--- config.mk ---
export PLATFORM = sky130hd
export DESIGN_NAME = return_addr_stack
export DESIGN_NICKNAME = d
export VERILOG_FILES = /design/src/rtl/return_addr_stack.sv
export SDC_FILE = /design/constraint.sdc
export NUM_CORES = 1
export LEC_CHECK = 0
export CORE_MARGIN = 1.5
export CORE_UTILIZATION = 28
export CTS_CLUSTER_SIZE = 12
export DETAILED_ROUTE_END_ITERATION = 8
export GPL_TIMING_DRIVEN = 1
export PLACE_DENSITY = 0.5
export SLEW_MARGIN = 20
export SYNTH_ARGS = -nofsm -noshare
export SYNTH_HDL_FRONTEND = slang
export SYNTH_SLANG_ARGS = --single-unit
--- constraint.sdc ---
create_clock -name CLK -period 4.35 [get_ports CLK]
set_input_delay 1.0875 -clock CLK [delete_from_list [all_inputs] [get_ports CLK]]
set_output_delay 1.0875 -clock CLK [all_outputs]
set_load 0.03 [all_outputs]
--- src/rtl/return_addr_stack.sv ---
// Return-address stack feeding the PC mux: CALL pushes PC_COUNT+1, RET pops with a zero-latency read.
// Define RAS_WRAP_EN to let a push while full overwrite the oldest entry instead of being dropped.
module return_addr_stack #(
  parameter int ADDR_W = 10,
  parameter int DEPTH  = 32
) (
  input  logic                       CLK,
  input  logic                       RST,
  input  logic                       PUSH,
  input  logic                       POP,
  input  logic [ADDR_W-1:0]          PC_COUNT,
  input  logic                       CLR_ERR,
  output logic [ADDR_W-1:0]          RET_ADDR,
  output logic [$clog2(DEPTH):0]     COUNT,
  output logic                       EMPTY,
  output logic                       FULL,
  output logic                       OVF_ERR,
  output logic                       UNF_ERR
);

  localparam int PW = $clog2(DEPTH);
  localparam int CW = PW + 1;

  logic [ADDR_W-1:0] mem [DEPTH];

  logic [PW-1:0]     top_q, top_d;
  logic [CW-1:0]     count_q, count_d;
  logic              ovf_q, ovf_d;
  logic              unf_q, unf_d;

  logic              wr_en;
  logic [PW-1:0]     wr_idx;
  logic [ADDR_W-1:0] push_val;
  logic [PW-1:0]     top_m1;
  logic              empty, full;

  assign push_val = PC_COUNT + ADDR_W'(1);
  assign top_m1   = top_q - PW'(1);
  assign empty    = (count_q == '0);
  assign full     = (count_q == CW'(DEPTH));

  always_comb begin
    top_d   = top_q;
    count_d = count_q;
    wr_en   = 1'b0;
    wr_idx  = top_q;
    ovf_d   = ovf_q & ~CLR_ERR;
    unf_d   = unf_q & ~CLR_ERR;
    case ({PUSH, POP})
      2'b10: begin
        if (!full) begin
          wr_en   = 1'b1;
          top_d   = top_q + PW'(1);
          count_d = count_q + CW'(1);
        end else begin
          ovf_d = 1'b1;
`ifdef RAS_WRAP_EN
          // Circular overwrite: the slot at top is the oldest entry when full.
          wr_en = 1'b1;
          top_d = top_q + PW'(1);
`endif
        end
      end
      2'b01: begin
        if (!empty) begin
          top_d   = top_m1;
          count_d = count_q - CW'(1);
        end else begin
          unf_d = 1'b1;
        end
      end
      2'b11: begin
        if (!empty) begin
          // Return-then-call: replace the top entry in place.
          wr_en  = 1'b1;
          wr_idx = top_m1;
        end else begin
          wr_en   = 1'b1;
          top_d   = top_q + PW'(1);
          count_d = count_q + CW'(1);
          unf_d   = 1'b1;
        end
      end
      default: ;
    endcase
  end

  always_ff @(posedge CLK or negedge RST) begin
    if (!RST) begin
      top_q   <= '0;
      count_q <= '0;
      ovf_q   <= 1'b0;
      unf_q   <= 1'b0;
    end else begin
      top_q   <= top_d;
      count_q <= count_d;
      ovf_q   <= ovf_d;
      unf_q   <= unf_d;
    end
  end

  // Storage is deliberately left out of reset.
  always_ff @(posedge CLK) begin
    if (wr_en) mem[wr_idx] <= push_val;
  end

  assign RET_ADDR = empty ? '0 : mem[top_m1];
  assign COUNT    = count_q;
  assign EMPTY    = empty;
  assign FULL     = full;
  assign OVF_ERR  = ovf_q;
  assign UNF_ERR  = unf_q;

endmodule

======== Word-level counts from Yosys, hierarchy flattened ========
Memory sizes are Yosys's and may differ from the RTL's.
Cells that the tools add are included.
storage, ports and cells
  logic and storage cells ................. 43
  output and inout port bits .............. 20
  flip-flop bits (word level) ............. 13
  memories kept ........................... 1
  RAM bits ................................ 320
memory list
  memory  words  bits a word  read ports  clocked after Yosys merged registers in  wr ports  line  source
  mem     32     10           1           0                                        1         24    logic [ADDR_W-1:0] mem [DEPTH];
cells by class
  reduce and logical (&&, ||, !) cells .... 5
  eq/ne operators ......................... 7
  muxes and demuxes ....................... 18
  bitwise gates (word level) .............. 3
  add/sub/neg operators ................... 5
operators with widths
  operator               count
  $mux 5                 4
  $mux 6                 3
  $pmux 6 s3             1
  $pmux 5 s3             1
  $add 10x1->10 const B  1
  $mux 10                1
  $mux 1                 7
  $add 6x1->6 const B    1
  $eq 6x6->1 const B     1
  $logic_not 6->1        1
  $ne 2x2->1 const B     3
  $sub 6x1->6 const B    1
  $add 5x1->5 const B    1
  $sub 5x1->5 const B    1
  $eq 2x2->1 const B     2
  $reduce_and 4->1       1
  $reduce_and 3->1       1
  $reduce_bool 3->1      1
  $and 1x1->1            2
  $eq 2x1->1 const B     1
  $pmux 1 s2             1
  $reduce_or 2->1        1
  $not 1->1              1

======== Longest topological paths before layout ========
  depth after elaboration ................. 5
  mapped depth ............................ 12
  gate-level depth less buffers ........... 8

======== Least setup slack after synthesis ========
No wires, ideal clock.
  path kind ............................... register -> output
  start ................................... reg top_q[0]
  end ..................................... out RET_ADDR[8]
  stages on the path, launching flop included .. 12
  path buffers ............................ 5
  slack ................................... 0.189 ns
  required time ........................... 3.263 ns
  data arrival time ....................... 3.073 ns
  cell sequence ........................... dfrtp_1 buf_2 buf_2 buf_2 inv_1 ha_1 clkbuf_1 clkbuf_1 mux4_2 o22ai_1 o32a_1 o221ai_1
between the ends
  longest elaborated chain between the ends .. 3
RTL lines
  item                      line  source
  start: declaration        26    logic [PW-1:0] top_q, top_d;
  start signal: assignment  95    top_q <= top_d;
  $sub 5x1->5               38    assign top_m1 = top_q - PW'(1);
  $mem_v2 32x10             -
  $mux 10                   107   assign RET_ADDR = empty ? '0 : mem[top_m1];
  end: declaration          13    output logic [ADDR_W-1:0] RET_ADDR,
Every way passes these cells.

======== Worst setup path after layout ========
  start ................................... reg top_q[0]
  end ..................................... out RET_ADDR[2]
Same word-level chain as after synthesis.

==> impl_metrics.ini <==
[synthesis]
synth_enable_flop_cells = 320
seq_area_frac_synth = 0.721
postSynth.topFlopCell = sky130_fd_sc_hd__edfxtp_1
synth_cell_types = 54
ys_seq_elements = 333
post_synthesis_cell_area_um2 = 13800
synth.largest_area_cell = sky130_fd_sc_hd__edfxtp_1
dominant_combinational_cell_family_by_area_after_synthesis = multiplexers
synth.most_common_cell = sky130_fd_sc_hd__edfxtp_1
area_share_of_fa_ha_maj_cells_after_synthesis = 0.00781
synthesis.nets = 782
post_synth.cell_area_avg_um2 = 18.2
compound_cell_area_share_of_the_yosys_netlist = 0.0445
yosysWarningCount = 0
count_of_mapped_cells_out_of_synthesis = 759
synth_commonest_cells = sky130_fd_sc_hd__edfxtp_1, sky130_fd_sc_hd__mux4_2, sky130_fd_sc_hd__nand2_1
synth.area.top_cells = sky130_fd_sc_hd__edfxtp_1, sky130_fd_sc_hd__mux4_2, sky130_fd_sc_hd__dfrtp_1
basic_gate_share_of_the_synthesized_area_counting_and_or_nand_and_nor_cells = 0.0563
muxShareOfSynthArea = 0.142
synth_xor_area_frac = 0.0114
yosysTopAreaCellShare = 0.697
ys_async_sr_fraction = 0.0390

[drt]
met1_length_mm = 14.6
vias_per_cell = 4.76
detail-route-antenna-nets = 0
detailroute.wirelength.met3_mm = 2.11
count_of_tritonroute_iterations_in_the_first_routing_pass = 5
vias = 7359
drt_iter0_markers = 585
detail_route.drc_violations = 0
top_layer_used = met4
totalWireLength_mm = 33.7
routedWlPerCell_um = 21.8
met2WireLength_mm = 16.4

[critical_path]
cp_data_arrival_time_ns = 3.12
crit_path_start_kind = flip-flop
timing_worst_setup_path_type = flip-flop to output port
crit_path_max_fanout = 35
worstSetupEndpointType = output port
timing.critical_path.required_ns = 3.26

[global_route]
grt_pass1_vias = 7535
grt_antenna_before_repair = 0
grt_first_pass_wirelength_mm = 50.3
maximum_number_of_pins_on_one_net_before_global_route_repair = 53
grt_util_all_layers = 0.136
globalRoute.totalOverflow = 0

[pwr]
vdd_ir_drop_max_mv = 1.27
powerDensity_nw_per_um2 = 761
leakagePower_nw = 5.46

[die]
die_area_um2 = 50600
starting_density = 0.283
die_w_um = 225
io_pins = 35
die_height_um = 225
placementRows = 81
core_region_area_um2 = 48700

[cts]
cts_tree = yes
clk_pin_slew_worst_paths_ns = 0.06
maximum_number_of_buffers_from_clock_root_to_sink = 3
h-tree-depth = 2
cts_buffers = 37
clk_latency_ns = 0.53
cts_sinks = 333
ctsRootBufferMaster = sky130_fd_sc_hd__clkbuf_16

[finish]
final.fill_count = 4631
layout.area.seq_um2 = 9940
n_antenna_cell = 0
areaGrowthSynthToFinish_pct = 20.8
multiInputGateArea_um2 = 3730
final_core_utilization = 0.342
final_layout_size_suffix_gt1_frac = 0.268
final_net_count = 879

[timing]
worst_pin_slew_ns = 0.968
final.period_utilization = 0.968
timing.final.max_slew_violations = 0
totalNegativeSetupSlack_ns = 0
finalHoldViolations = 0
finalWorstPathRequiredPeriod_ns = 4.21
clock_skew_ns = 0.0160
rsz_0062_raised_after_global_routing = false
max-slew-margin-rel = 0.354
clock.fmax_mhz = 238
setup_viol_count_final = 0

[job]
maxCapViolations = 0

[min_path]
hold_class = flip-flop to flip-flop

[place]
detailed_place_hpwl_mm = 21.2
gp_congestion = 0.844
portBuffers = 34

[run_status]
run_status = finished, final reports clean
==> where the power goes <==
group / leakage [nW] / internal [mW] / switching, mW
combinational: 1.84 / 2.37 / 3.30
clock: 0.581 / 1.82 / 1.23
sequential: 3.03 / 3.78 / 0.161
==> layout by cell type, fill, tap and decap left out, types with 3 or more instances in the layout <==
cell type                           n
sky130_fd_sc_hd__xnor2_1            6
sky130_fd_sc_hd__xor2_2             3
sky130_fd_sc_hd__clkbuf_1          10
sky130_fd_sc_hd__a211o_1            5
sky130_fd_sc_hd__nand3_1           10
sky130_fd_sc_hd__o21ai_0            3
sky130_fd_sc_hd__ha_1               6
sky130_fd_sc_hd__o31ai_1            4
sky130_fd_sc_hd__clkinv_2           5
sky130_fd_sc_hd__clkbuf_8           4
sky130_fd_sc_hd__xnor2_2            6
sky130_fd_sc_hd__and2_1             3
sky130_fd_sc_hd__nor2b_2            4
sky130_fd_sc_hd__clkdlybuf4s50_1   24
sky130_fd_sc_hd__clkinv_1           5
sky130_fd_sc_hd__buf_4             64
sky130_fd_sc_hd__mux4_2            80
sky130_fd_sc_hd__dfrtp_1           12
sky130_fd_sc_hd__o22ai_1           17
sky130_fd_sc_hd__a21oi_1           34
sky130_fd_sc_hd__or3_1              4
sky130_fd_sc_hd__nor3_1            27
sky130_fd_sc_hd__nor2b_1           14
sky130_fd_sc_hd__edfxtp_1         320
sky130_fd_sc_hd__a31oi_1            3
sky130_fd_sc_hd__mux2i_1            9
sky130_fd_sc_hd__buf_12             9
sky130_fd_sc_hd__clkbuf_16         39
sky130_fd_sc_hd__a21o_1             3
sky130_fd_sc_hd__o31a_1             3
sky130_fd_sc_hd__nor2_1            13
sky130_fd_sc_hd__inv_1             11
sky130_fd_sc_hd__nand2_1           75
==> flip-flops by register name (all words and copies together) (netlist names) <==
signal / cells
mem: 320
COUNT: 6
top_q: 5
OVF_ERR: 1
UNF_ERR: 1
==> layer usage <==
metal	global-route usage	vias to the layer above
met5	0	-
met4	0.0316	0
met3	0.0338	35
met2	0.222	195
met1	0.181	3871
li1	-	3258
==> worst paths after layout <==
check / cells past startpoint / slack (ns) / to / start
min in group asynchronous: 1 / 0.99 / COUNT[0] / RST
hold / removal: 1 / 0.48 / UNF_ERR / UNF_ERR
setup reg to reg: 7 / 1.02 / mem[12][5] / COUNT[1]
hold reg to reg: 1 / 0.48 / UNF_ERR / UNF_ERR
setup / recovery: 8 / 0.14 / RET_ADDR[2] / top_q[0]
max in group asynchronous: 1 / 2.84 / top_q[0] / RST
==> cells by family (layout without fill, tap and decap cells) <==
logic type,Yosys count,after routing
flip-flops,333,333
AND/OR/NAND/NOR,162,162
multiplexers,94,94
AO/OA/AOI/OAI,91,91
buffers and inverters,53,177
XOR/XNOR,18,18
adder cells (fa/ha/maj),8,8
==> through the flow <==
stage                     cell area [µm²]  instances  hold slack (ns)  setup WS (ns)  power [mW]
after floorplan                     13800        759            0.585          0.189        7.37
after global placement              15400       1480            0.497          0.490        9.65
after detailed placement            15400       1480            0.470          0.454        9.65
after CTS                           16600       1546            0.483         0.0300        12.8
after global routing                16600       1547            0.501         0.0562        13.3
final                               16600       1547            0.481          0.140        12.7
==> critical path, cell delays in order, from the launching register on <==
cell,delay [ns]
sky130_fd_sc_hd__dfrtp_4,0.52
sky130_fd_sc_hd__inv_1,0.12
sky130_fd_sc_hd__ha_4,0.20
sky130_fd_sc_hd__xor2_4,0.15
sky130_fd_sc_hd__buf_4,0.46
sky130_fd_sc_hd__mux2i_1,0.48
sky130_fd_sc_hd__nor3_1,0.11
sky130_fd_sc_hd__a211o_1,0.34
sky130_fd_sc_hd__buf_4,0.19
==> layout make-up <==
class                           instances  share of cell area
Timing Repair Buffer                   99              0.0555
Sequential cell                       333               0.597
Clock inverter                         13             0.00676
Inverter                               12             0.00271
Clock buffer                           53              0.0642
Multi-Input combinational cell        373               0.224
Tap cell                              664              0.0499
==> repair_timing <==
| action | CTS | global route |
|---|---|---|
| buffers inserted | 0 | 1 |
| gates resized for setup | 2 | 4 |
| hold buffers | 0 | 0 |
| pin swaps | 0 | 1 |
| endpoints found under the hold margin | 0 | 0 |
| endpoints found under the setup margin | 1 | 6 |
Power figures use the tool's default switching activity.
